File: src/rtl/param_logic_unit_pkg.sv
// -----------------------------------------------------------------------------
// param_logic_unit_pkg
// Shared definitions for the parametrised logic unit:
//   - gate-select encodings (OP_AND .. OP_BUF)
//   - sweep FSM state encoding (ST_IDLE, ST_SWEEP, ST_DONE)
//   - logic_eval(): pure bitwise gate function evaluated at MAX_WIDTH bits;
//     callers zero-extend narrower operands and truncate the result.
// -----------------------------------------------------------------------------
package param_logic_unit_pkg;

   localparam int MAX_WIDTH = 8;

   localparam logic [2:0] OP_AND  = 3'b000;
   localparam logic [2:0] OP_OR   = 3'b001;
   localparam logic [2:0] OP_XOR  = 3'b010;
   localparam logic [2:0] OP_NAND = 3'b011;
   localparam logic [2:0] OP_NOR  = 3'b100;
   localparam logic [2:0] OP_XNOR = 3'b101;
   localparam logic [2:0] OP_NOT  = 3'b110;
   localparam logic [2:0] OP_BUF  = 3'b111;

   typedef enum logic [1:0] {
      ST_IDLE  = 2'd0,
      ST_SWEEP = 2'd1,
      ST_DONE  = 2'd2
   } state_t;

   // Bitwise gate; NOT and BUF look only at operand a.
   function automatic logic [MAX_WIDTH-1:0] logic_eval(
      input logic [2:0]           op,
      input logic [MAX_WIDTH-1:0] a,
      input logic [MAX_WIDTH-1:0] b
   );
      logic [MAX_WIDTH-1:0] r;
      case (op)
         OP_AND:  r = a & b;
         OP_OR:   r = a | b;
         OP_XOR:  r = a ^ b;
         OP_NAND: r = ~(a & b);
         OP_NOR:  r = ~(a | b);
         OP_XNOR: r = ~(a ^ b);
         OP_NOT:  r = ~a;
         default: r = a;          // OP_BUF
      endcase
      return r;
   endfunction

endpackage

File: src/rtl/param_logic_unit_logic_op_eval.sv
// -----------------------------------------------------------------------------
// logic_op_eval
// Combinational WIDTH-bit gate evaluator wrapping logic_eval().
// Ports:
//   op  in  3      gate select (see param_logic_unit_pkg)
//   a   in  WIDTH  operand A
//   b   in  WIDTH  operand B
//   y   out WIDTH  f(op, a, b)
// -----------------------------------------------------------------------------
module logic_op_eval
   import param_logic_unit_pkg::*;
#(
   parameter int WIDTH = 2
) (
   input  logic [2:0]       op,
   input  logic [WIDTH-1:0] a,
   input  logic [WIDTH-1:0] b,
   output logic [WIDTH-1:0] y
);

   assign y = WIDTH'(logic_eval(op, MAX_WIDTH'(a), MAX_WIDTH'(b)));

endmodule

File: src/rtl/param_logic_unit.sv
// -----------------------------------------------------------------------------
// param_logic_unit
// Registered WIDTH-bit logic unit with valid/ready handshake and a built-in
// truth-table sweep FSM.
// Ports:
//   clk, rst            clock, asynchronous active-high reset
//   op, a, b, in_valid  operand/op input, accepted when in_valid && in_ready
//   in_ready            IDLE, no sweep request, and output slot free
//   sweep_start         level request for a truth-table sweep (sampled in IDLE)
//   out_valid/out_ready one-entry output register handshake
//   out_a, out_b, y     operands and result held in the output register
//   busy                FSM in SWEEP or DONE
//   done                one-cycle pulse after the last sweep result is taken
//   sig (optional)      16-bit rotate-xor signature of sweep results, present
//                       only when PARAM_LOGIC_UNIT_SIGNATURE_EN is defined
// -----------------------------------------------------------------------------
module param_logic_unit
   import param_logic_unit_pkg::*;
#(
   parameter int WIDTH = 2
) (
   input  logic             clk,
   input  logic             rst,
   input  logic [2:0]       op,
   input  logic [WIDTH-1:0] a,
   input  logic [WIDTH-1:0] b,
   input  logic             in_valid,
   output logic             in_ready,
   input  logic             sweep_start,
   output logic             out_valid,
   input  logic             out_ready,
   output logic [WIDTH-1:0] out_a,
   output logic [WIDTH-1:0] out_b,
   output logic [WIDTH-1:0] y,
   output logic             busy,
   output logic             done
`ifdef PARAM_LOGIC_UNIT_SIGNATURE_EN
   ,
   output logic [15:0]      sig
`endif
);

   localparam int CW = 2 * WIDTH;
   localparam logic [CW-1:0] CNT_ONE = CW'(1);

   state_t           state_q, state_d;
   logic [CW-1:0]    cnt_q, cnt_d;
   logic [2:0]       sweep_op_q, sweep_op_d;
   logic             out_valid_q, out_valid_d;
   logic [WIDTH-1:0] y_q, y_d;
   logic [WIDTH-1:0] out_a_q, out_a_d;
   logic [WIDTH-1:0] out_b_q, out_b_d;
   logic             done_q, done_d;
`ifdef PARAM_LOGIC_UNIT_SIGNATURE_EN
   logic [15:0]      sig_q, sig_d;
`endif

   logic             slot_free;
   logic             sweeping;
   logic             norm_load;
   logic             sweep_load;
   logic [2:0]       eval_op;
   logic [WIDTH-1:0] eval_a;
   logic [WIDTH-1:0] eval_b;
   logic [WIDTH-1:0] eval_y;

   assign slot_free  = !out_valid_q || out_ready;
   assign sweeping   = (state_q == ST_SWEEP);
   assign in_ready   = (state_q == ST_IDLE) && !sweep_start && slot_free;
   assign norm_load  = in_valid && in_ready;
   assign sweep_load = sweeping && slot_free;

   // One evaluator serves both paths; in SWEEP the counter halves and the
   // latched op replace the external inputs.
   assign eval_op = sweeping ? sweep_op_q : op;
   assign eval_a  = sweeping ? cnt_q[CW-1:WIDTH] : a;
   assign eval_b  = sweeping ? cnt_q[WIDTH-1:0]  : b;

   logic_op_eval #(.WIDTH(WIDTH)) u_eval (
      .op (eval_op),
      .a  (eval_a),
      .b  (eval_b),
      .y  (eval_y)
   );

   always_comb begin
      state_d     = state_q;
      cnt_d       = cnt_q;
      sweep_op_d  = sweep_op_q;
      out_valid_d = out_valid_q;
      y_d         = y_q;
      out_a_d     = out_a_q;
      out_b_d     = out_b_q;
      done_d      = 1'b0;
`ifdef PARAM_LOGIC_UNIT_SIGNATURE_EN
      sig_d       = sig_q;
`endif

      // Output register: load, or drain when consumed; data holds on drain.
      if (norm_load || sweep_load) begin
         out_valid_d = 1'b1;
         out_a_d     = eval_a;
         out_b_d     = eval_b;
         y_d         = eval_y;
      end else if (out_valid_q && out_ready) begin
         out_valid_d = 1'b0;
      end

      case (state_q)
         ST_IDLE: begin
            if (sweep_start) begin
               state_d    = ST_SWEEP;
               sweep_op_d = op;
               cnt_d      = '0;
`ifdef PARAM_LOGIC_UNIT_SIGNATURE_EN
               sig_d      = '0;
`endif
            end
         end
         ST_SWEEP: begin
            if (slot_free) begin
               cnt_d = cnt_q + CNT_ONE;
`ifdef PARAM_LOGIC_UNIT_SIGNATURE_EN
               sig_d = {sig_q[14:0], sig_q[15]} ^ 16'(eval_y);
`endif
               if (cnt_q == '1) begin
                  state_d = ST_DONE;
               end
            end
         end
         ST_DONE: begin
            // Last result taken (or already gone): pulse done as we leave,
            // so busy drops in the same cycle done is high.
            if (slot_free) begin
               done_d  = 1'b1;
               state_d = ST_IDLE;
            end
         end
         default: begin
            state_d = ST_IDLE;
         end
      endcase
   end

   always_ff @(posedge clk or posedge rst) begin
      if (rst) begin
         state_q     <= ST_IDLE;
         cnt_q       <= '0;
         sweep_op_q  <= OP_AND;
         out_valid_q <= 1'b0;
         y_q         <= '0;
         out_a_q     <= '0;
         out_b_q     <= '0;
         done_q      <= 1'b0;
`ifdef PARAM_LOGIC_UNIT_SIGNATURE_EN
         sig_q       <= '0;
`endif
      end else begin
         state_q     <= state_d;
         cnt_q       <= cnt_d;
         sweep_op_q  <= sweep_op_d;
         out_valid_q <= out_valid_d;
         y_q         <= y_d;
         out_a_q     <= out_a_d;
         out_b_q     <= out_b_d;
         done_q      <= done_d;
`ifdef PARAM_LOGIC_UNIT_SIGNATURE_EN
         sig_q       <= sig_d;
`endif
      end
   end

   assign out_valid = out_valid_q;
   assign y         = y_q;
   assign out_a     = out_a_q;
   assign out_b     = out_b_q;
   assign done      = done_q;
   assign busy      = (state_q != ST_IDLE);
`ifdef PARAM_LOGIC_UNIT_SIGNATURE_EN
   assign sig       = sig_q;
`endif

endmodule

File: config.mk
export PLATFORM = sky130hd
export DESIGN_NAME = param_logic_unit
export DESIGN_NICKNAME = d
export VERILOG_FILES = /design/src/rtl/param_logic_unit_pkg.sv /design/src/rtl/param_logic_unit_logic_op_eval.sv /design/src/rtl/param_logic_unit.sv
export SDC_FILE = /design/constraint.sdc
export NUM_CORES = 1
export LEC_CHECK = 0
export ABC_AREA = 1
export BUFFER_PORTS_ARGS = -buffer_cell sky130_fd_sc_hd__buf_2
export CAP_MARGIN = 20
export CORE_AREA = 2 2 49 51
export CTS_CLUSTER_SIZE = 28
export DETAILED_ROUTE_END_ITERATION = 6
export DIE_AREA = 0 0 51 53
export PLACE_DENSITY = 0.8
export SYNTH_ARGS = -nofsm -noshare
export SYNTH_HDL_FRONTEND = slang
export SYNTH_SLANG_ARGS = --single-unit
File: constraint.sdc
create_clock -name clk -period 2.62 [get_ports clk]
set_input_delay 0.524 -clock clk [delete_from_list [all_inputs] [get_ports clk]]
set_output_delay 0.524 -clock clk [all_outputs]
set_load 0.05 [all_outputs]
==> flow_summary.toml, run 1 <==
[global_route]
gr-total-overflow = 0
grt_pass1_wl_um = 4590
grt_pass1_vias = 1083
antenna_found_initial = 0
grt_max_degree = 18
grt_usage_pct = 22.6

[timing]
setup_viol = 0
fin_worst_skew_ns = 0.00357
slew_violations = 0
tns_ns = 0
rsz0062_at_grt = "false"
max_freq_mhz = 470
tightestPinTransition_ns = 0.645
finalCriticalPeriod_ns = 2.13
slew-limit-headroom_pct = 57.0
hold_viol_final = 0
finalCritPeriodShare_pct = 81.3

[power_and_ir_drop]
seqPwrFrac_pct = 26.8
comb_power_share_pct = 65.9
power.total_uw = 1850
p_leak_uw = 0.000814
vdd_drop_max_mv = 0.915
p_sw_share_pct = 57.7
switchingPower_uw = 1070
power_density_nw_per_um2 = 1390
clkPwrFrac_pct = 7.3
p_int_uw = 784

[critical_path]
cp_data_arrival_time_ns = 1.61
crit_path_top_delay_cell = "dfrtp_1"
crit_type = "register to primary output"
rr_endpoint = "y[1]"
cp_cell_sequence = "nor2_2, inv_1, nor3_1, buf_2"
cp_max_fo = 13
reg2reg_slack_ns = 0.91
r2r_start = "state_q[0]"
critPathLaunchType = "register"
slowest_delay_ns = 0.55
worst_setup_path_end_kind = "primary output"
r2r_cells = 13
critPathRequiredTime_ns = 2.10

[clock_tree]
postCtsSetupBuffers = 0
cts.sinks = 17
cts_buffers = 3
cts_root_buf = "clkbuf_4"
htree_levels = 1
cts_tree = "done"
cts_resized = 0
clock_path_buffers = 2
clk_pin_slew_worst_paths_ns = 0.09
cts.hold.buffers_added = 0
insertion_delay_ns = 0.29

[finish]
layout.nets = 224
regArea_um2 = 425
fillers = 195
drive_gt1_share_pct = 18.6
syn2layout_area_growth_pct = 10.1
multiInputGateArea_um2 = 632
antenna_cells = 0

[logic_synthesis]
syn_inst = 189
ys_ff_latch = 17
synth_cell_types = 20
syn_area_per_cell_um2 = 6.39
seq_area_frac_synth_pct = 35.2
syn-num-nets = 202
ys_warn_count = 0
syn_area_um2 = 1210

[floorplanning]
rows = 17
core-area_um2 = 2150
ios = 22
die-area_um2 = 2700
die_h_um = 53
start_util_pct = 56.2
die_x_um = 51

[routing]
drt_iter0_markers = 31
vias_per_cell = 4.95
drt-total-wl_um = 2490
ant_nets = 0
drtPass1Iterations = 5
dr_total_vias = 1178
post-route-drc-count = 0
routedWlPerCell_um = 10.4

[outcome]
outcome = "finished clean"

[job]
cap_violations = 0

[place]
dp_hpwl_um = 1990
io_buffer_count = 21
routabilityCongestion = 0.905

[min_path]
hold_class = "primary input to asynchronous set/reset pin"
[cell usage after synthesis]
| library cell | count | share of area (%) |
|---|---|---|
| buf_6 | 4 | 3.7 |
| dfrtp_1 | 17 | 35 |
| nand2_2 | 7 | 3.6 |
| o21ai_1 | 3 | 1.2 |
| nor2_2 | 3 | 1.6 |
| inv_2 | 2 | 0.62 |
| a21oi_2 | 1 | 0.73 |
| nand3b_1 | 1 | 0.62 |
| nand3_1 | 19 | 7.9 |
| o31ai_1 | 1 | 0.62 |
| nor3_1 | 2 | 0.83 |
| nand2_1 | 79 | 25 |
| nand2_4 | 1 | 0.93 |
| and3_1 | 1 | 0.52 |
| nor2_1 | 10 | 3.1 |
| nor2_4 | 1 | 0.93 |
| inv_1 | 26 | 8.1 |
| a21oi_1 | 2 | 0.83 |
| ha_1 | 1 | 1.0 |
| o21ai_0 | 8 | 3.3 |
[per-stage QoR]
step / cell area, um^2 / setup slack, ns / instances / hold slack, ns / util [%]
after floorplan: 1210 / 0.0186 / 189 / 0.450 / -
after global placement: 1300 / 0.845 / 234 / 0.462 / 60.6
after detailed placement: 1300 / 0.809 / 234 / 0.474 / 60.6
after CTS: 1330 / 0.486 / 238 / 0.323 / 61.9
after global routing: 1330 / 0.305 / 238 / 0.371 / 61.9
final: 1330 / 0.490 / 238 / 0.305 / 61.9
[flip-flops by register name (all words and copies together) (netlist names)]
register / count
cnt_q: 4
sweep_op_q: 3
out_a: 2
out_b: 2
state_q: 2
y: 2
done: 1
out_valid: 1
[worst max-delay path by stage]
stage,startpoint,depth (start not counted),endpoint,slack (ns)
floorplan,state_q[0],7,out_b[1],0.02
global placement,out_ready,4,in_ready,0.85
detailed placement,state_q[0],4,in_ready,0.81
CTS,state_q[0],4,in_ready,0.49
global route,state_q[0],4,in_ready,0.31
finish,state_q[0],4,in_ready,0.49
[power groups by stage]
stage          clock network, uW  logic, uW  registers, uW
4_1_cts                      139       1220            496
3_3_place_gp                   0       1180            492
2_1_floorplan                  0        862            671
6_report                     135       1220            496
5_1_grt                      157       1380            514
3_5_place_dp                   0       1220            501
[kinds of logic (layout without fill, tap and decap cells)]
kind of cell	count (synthesis)	after routing	share of synthesized area, %
AND/OR/NAND/NOR	124	124	44.6
buffers and inverters	32	53	12.4
AO/OA/AOI/OAI	15	15	6.74
adder cells (fa/ha/maj)	1	1	1.04
flip-flops	17	17	35.2
[routing by layer]
metal | global-route usage (%) | wire length (um)
met5 | 0 | 0
met4 | 6.31 | 11
met3 | 6.78 | 134
met2 | 39.6 | 1220
met1 | 26.6 | 1120
[cells in the final DEF (no fill, tap or decap)]
cell and count:
clkbuf_4 3, nor2_4 1, a21oi_2 1, nor3_1 2, nand3_1 19, a21oi_1 2, o31ai_1 1, o21ai_0 8
dfrtp_1 17, and3_1 1, nand2_1 79, inv_2 2, buf_2 21, ha_1 1, nor2_1 10, o21ai_1 3
clkbuf_1 1, nand2_2 7, nand3b_1 1, nor2_2 3, inv_1 26, nand2_4 1
[worst max-delay path: cells and delay by family, from the launching register on]
| kind | cells | cell delay [ns] |
|---|---|---|
| buf+inv | 2 | 0.39 |
| flops | 1 | 0.55 |
| simple gates | 2 | 0.39 |
[layout make-up]
| type | count | share of cell area (%) |
|---|---|---|
| Multi-Input combinational cell | 140 | 47.6 |
| Inverter | 28 | 7.91 |
| Tap cell | 28 | 2.64 |
| Sequential cell | 17 | 32.0 |
| Timing Repair Buffer | 21 | 7.91 |
| Clock buffer | 4 | 1.98 |
Power figures use the tool's default switching activity.
==> run 2: changes to the inputs <==
--- a/config.mk
+++ b/config.mk
@@ -8,11 +8,11 @@
 export ABC_AREA = 1
 export BUFFER_PORTS_ARGS = -buffer_cell sky130_fd_sc_hd__buf_2
 export CAP_MARGIN = 20
-export CORE_AREA = 2 2 49 51
+export CORE_AREA = 2 2 51 53
 export CTS_CLUSTER_SIZE = 28
 export DETAILED_ROUTE_END_ITERATION = 6
-export DIE_AREA = 0 0 51 53
-export PLACE_DENSITY = 0.8
+export DIE_AREA = 0 0 53 55
+export PLACE_DENSITY = 0.74
 export SYNTH_ARGS = -nofsm -noshare
 export SYNTH_HDL_FRONTEND = slang
 export SYNTH_SLANG_ARGS = --single-unit
==> constraint.sdc (replaced) <==
create_clock -name clk -period 2.15 [get_ports clk]
set_input_delay 0.43 -clock clk [delete_from_list [all_inputs] [get_ports clk]]
set_output_delay 0.43 -clock clk [all_outputs]
set_load 0.05 [all_outputs]
==> flow_summary.toml, run 2 (synthesized netlist as in run 1, its figures left out) <==
[global_route]
antenna_found_initial = 0
grt_pass1_vias = 1069
grt_pass1_wl_um = 4510
gr-total-overflow = 0
grt_usage_pct = 21.3
grt_max_degree = 18

[clock_tree]
postCtsSetupBuffers = 0
cts_tree = "done"
insertion_delay_ns = 0.31
cts.sinks = 17
htree_levels = 1
cts.hold.buffers_added = 0
cts_root_buf = "clkbuf_4"
cts_buffers = 3
cts_resized = 0
clock_path_buffers = 2
clk_pin_slew_worst_paths_ns = 0.11

[finish]
drive_gt1_share_pct = 19.5
antenna_cells = 0
layout.nets = 224
final_common_cell = "nand2_1"
largest_reg_flops = 4
fin_cells = 240
syn2layout_area_growth_pct = 11.0
fillers = 234
layout_common_cells = "79 x nand2_1, 26 x inv_1, 21 x buf_2"
largest-register = "cnt_q"
reg_top3 = "cnt_q x4, sweep_op_q x3"

[critical_path]
cp_cell_sequence = "nor2_2, inv_1, nor3_2, buf_2"
critPathBufInv = 2
critPathLaunchType = "register"
slowest_delay_ns = 0.55
critPathRequiredTime_ns = 1.72
cp_data_arrival_time_ns = 1.58
worst_setup_path_end_kind = "primary output"
crit_type = "register to primary output"
cp_max_fo = 13
crit_path_top_delay_cell = "dfrtp_1"
critPathTopFamily = "flip-flops"

[routing]
routedWlPerCell_um = 10.9
met1Wirelength_um = 1190
drt-total-wl_um = 2630
dr_total_vias = 1169
met2_length_um = 1270
post-route-drc-count = 0
drtPass1Iterations = 4
ant_nets = 0
vias_per_cell = 4.87
drt_iter0_markers = 23
topRoutingLayerUsed = "met4"
route.met3.wl_um = 106

[timing]
rsz0062_at_grt = "false"
finalCriticalPeriod_ns = 2.01
fin_worst_skew_ns = 0.00477
slew-limit-headroom_pct = 56.6
tightestPinTransition_ns = 0.650
tns_ns = 0
hold_viol_final = 0
holdWs_ns = 0.188
max_freq_mhz = 498
finalCritPeriodShare_pct = 93.5
setup_viol = 0
slew_violations = 0

[floorplanning]
die-area_um2 = 2920
rows = 18
die_h_um = 55
start_util_pct = 51.1
core-area_um2 = 2360
die_x_um = 53
ios = 22

[job]
cap_violations = 0

[power_and_ir_drop]
p_leak_uw = 0.000814
vdd_drop_max_mv = 0.880
power_density_nw_per_um2 = 1700

[place]
dp_hpwl_um = 2080
routabilityCongestion = 0.879
io_buffer_count = 21
place_inst = 236

[min_path]
hold_class = "primary input to asynchronous set/reset pin"

[outcome]
outcome = "finished clean"
run 2: cell types whose count changed in the layout (fill, tap and decap cells not counted), sizes merged:
cell,before,now
clkbuf,4,3
clkinvlp,0,1
run 2: layer usage:
metal | up-vias | track usage (%)
met4 | 0 | 11.1
met2 | 31 | 37.7
met5 | - | 0
met1 | 508 | 25.1
li1 | 623 | -
met3 | 7 | 2.96
run 2: through the flow:
step                util, %  setup slack (ns)  area, um^2  total power, uW
floorplan                 -            0.0630        1210             1870
global placement       55.4             0.384        1310             2070
detailed placement     55.4             0.403        1310             2090
CTS                    56.7             0.144        1340             2290
global route           56.7            0.0727        1340             2530
finish                 56.7             0.141        1340             2280
run 2: path summary, 6_finish.rpt:
kind                                 end        from  slack [ns]  cells past startpoint
hold / removal                  out_b[0]         rst        0.19                      2
setup / recovery                in_ready  state_q[0]        0.14                      4
min in group clk           sweep_op_q[1]       op[1]        0.42                      3
max in group asynchronous  sweep_op_q[2]         rst        1.54                      2
hold reg to reg                     y[1]        y[1]        0.49                      2
setup reg to reg                    y[0]  state_q[0]        0.47                     11
run 2: layout make-up:
class	count	area [um^2]	area share, %
inverters	28	105	7.84
clock buffers	3	22.5	1.68
clock inverters	1	7.51	0.560
repair buffers	21	105	7.84
flip-flops and latches	17	425	31.7
multi-input cells	140	637	47.5
well taps	30	37.5	2.80
run 2: worst register-to-register path: cells and delay by family, from the launching register on:
kind / cells / cell delay, ns
and+or+nand+nor: 11 / 0.97
DFF: 1 / 0.63
run 2: power breakdown:
group          switching [uW]  leakage [uW]  internal [uW]  total (uW)
sequential                139      0.000214            465         604
combinational            1070      0.000587            419        1490
clock                     117     0.0000139           71.1         189
total                    1320      0.000814            955        2280
==> run 3: changes to the inputs <==
--- a/config.mk
+++ b/config.mk
@@ -8,11 +8,11 @@
 export ABC_AREA = 1
 export BUFFER_PORTS_ARGS = -buffer_cell sky130_fd_sc_hd__buf_2
 export CAP_MARGIN = 20
-export CORE_AREA = 2 2 51 53
+export CORE_AREA = 2 2 49 51
 export CTS_CLUSTER_SIZE = 28
 export DETAILED_ROUTE_END_ITERATION = 6
-export DIE_AREA = 0 0 53 55
-export PLACE_DENSITY = 0.74
+export DIE_AREA = 0 0 51 53
+export PLACE_DENSITY = 0.8
 export SYNTH_ARGS = -nofsm -noshare
 export SYNTH_HDL_FRONTEND = slang
 export SYNTH_SLANG_ARGS = --single-unit
==> constraint.sdc (replaced) <==
create_clock -name clk -period 2.45 [get_ports clk]
set_input_delay 0.49 -clock clk [delete_from_list [all_inputs] [get_ports clk]]
set_output_delay 0.49 -clock clk [all_outputs]
set_load 0.05 [all_outputs]
==> flow_summary.toml, run 3 (synthesized netlist as in run 1, its figures left out) <==
[floorplanning]
die_x_um = 51
core-area_um2 = 2150
ios = 22
die-area_um2 = 2700
rows = 17
die_h_um = 53
start_util_pct = 56.2

[timing]
slew-limit-headroom_pct = 57.4
rsz0062_at_grt = "false"
tightestPinTransition_ns = 0.638
tns_ns = 0
fin_worst_skew_ns = 0.00671
setup_viol = 0
holdWs_ns = 0.237
finalCriticalPeriod_ns = 2.08
finalCritPeriodShare_pct = 84.8
max_freq_mhz = 481
setup_slack_ns = 0.373
hold_viol_final = 0
slew_violations = 0

[clock_tree]
cts_tree = "done"
insertion_delay_ns = 0.31
cts.hold.buffers_added = 0
cts_resized = 0
postCtsSetupBuffers = 0
clk_pin_slew_worst_paths_ns = 0.11
cts.sinks = 17
cts_root_buf = "clkbuf_4"
clock_path_buffers = 2
cts_buffers = 3
htree_levels = 1

[place]
io_buffer_count = 21
routabilityCongestion = 0.858
place_ws_ns = 0.669
dp_hpwl_um = 2060
placed_cell_area_um2 = 1310

[finish]
largest_reg_flops = 4
reg_top3 = "cnt_q x4, sweep_op_q x3"
layout.nets = 224
largest-register = "cnt_q"
regArea_um2 = 425
final_common_cell = "nand2_1"
drive_gt1_share_pct = 19.5
syn2layout_area_growth_pct = 10.6
final_area_um2 = 1340
layout_common_cells = "79 x nand2_1, 26 x inv_1, 21 x buf_2"
multiInputGateArea_um2 = 637
fillers = 197
utilization_pct = 62.1
antenna_cells = 0

[critical_path]
critPathLaunchType = "register"
crit_type = "register to primary output"
worst_setup_path_end_kind = "primary output"
cp_data_arrival_time_ns = 1.59
crit_path_top_delay_cell = "dfrtp_1"
critPathTopFamily = "flip-flops"
slowest_delay_ns = 0.56
critPathRequiredTime_ns = 1.96
cp_cell_sequence = "nor2_2, inv_1, nor3_2, buf_2"
cp_max_fo = 13
critPathBufInv = 2

[routing]
routedWlPerCell_um = 10.9
drtPass1Iterations = 4
dr_total_vias = 1185
drt_iter0_markers = 29
post-route-drc-count = 0
vias_per_cell = 4.98
drt-total-wl_um = 2590
ant_nets = 0

[global_route]
grt_pass1_vias = 1073
gr-total-overflow = 0
grt_usage_pct = 23.5
grt_pass1_wl_um = 4760
grt_max_degree = 18
antenna_found_initial = 0

[power_and_ir_drop]
p_leak_uw = 0.000818
vdd_drop_max_mv = 0.794
power_density_nw_per_um2 = 1510

[job]
cap_violations = 0

[min_path]
hold_class = "primary input to asynchronous set/reset pin"

[outcome]
outcome = "finished clean"
[run 3: changes by cell type in the layout (fill, tap and decap cells not counted), sizes merged]
cell      change
clkinv        +1
clkinvlp      -1
[run 3: worst paths after layout]
kind                                  from            end  slack, ns  cells after the start
worst max-delay path            state_q[0]       in_ready       0.37                      4
worst min-delay path                   rst       out_a[0]       0.24                      2
worst max register to register  state_q[0]           y[1]       0.72                     13
worst min register to register    out_b[0]       out_b[0]       0.50                      2
max in group asynchronous              rst  sweep_op_q[0]       1.80                      2
min in group clk                     op[2]  sweep_op_q[2]       0.47                      3
[run 3: routing by layer]
metal,vias up,global-route usage (%),share of wire (%)
met4,0,9.01,1.5
met2,34,40.9,49
li1,617,-,-
met5,-,0,0
met1,529,29.0,44
met3,5,3.95,4.9
[run 3: final cells by class]
class,instances,share of cell area [%]
Clock inverter,1,0.375
Sequential cell,17,31.9
Clock buffer,3,1.69
Timing Repair Buffer,21,7.87
Tap cell,28,2.62
Inverter,28,7.87
Multi-Input combinational cell,140,47.7
[run 3: worst register-to-register path: stages, from the launching register on]
cell and delay (ns):
dfrtp_1 0.65, inv_2 0.09, nor2_4 0.19, nand2_1 0.09, nand2_1 0.12, nand2_2 0.09
nand2_1 0.06, nand2_1 0.05, nand2_1 0.06, nand2_1 0.04, inv_1 0.05, nand2_1 0.05
nand2_1 0.05, nand2_1 0.05
[run 3: through the flow]
| stage | power, uW | cells |
|---|---|---|
| global route | 2220 | 238 |
| global placement | 1800 | 234 |
| CTS | 2010 | 238 |
| floorplan | 1640 | 189 |
| finish | 2010 | 238 |
| detailed placement | 1850 | 234 |
[run 3: report_power, final]
part	leakage (uW)	switching, uW	internal (uW)
clock network	0.0000177	104	61.2
registers	0.000214	125	408
logic	0.000587	945	368
total	0.000818	1170	838
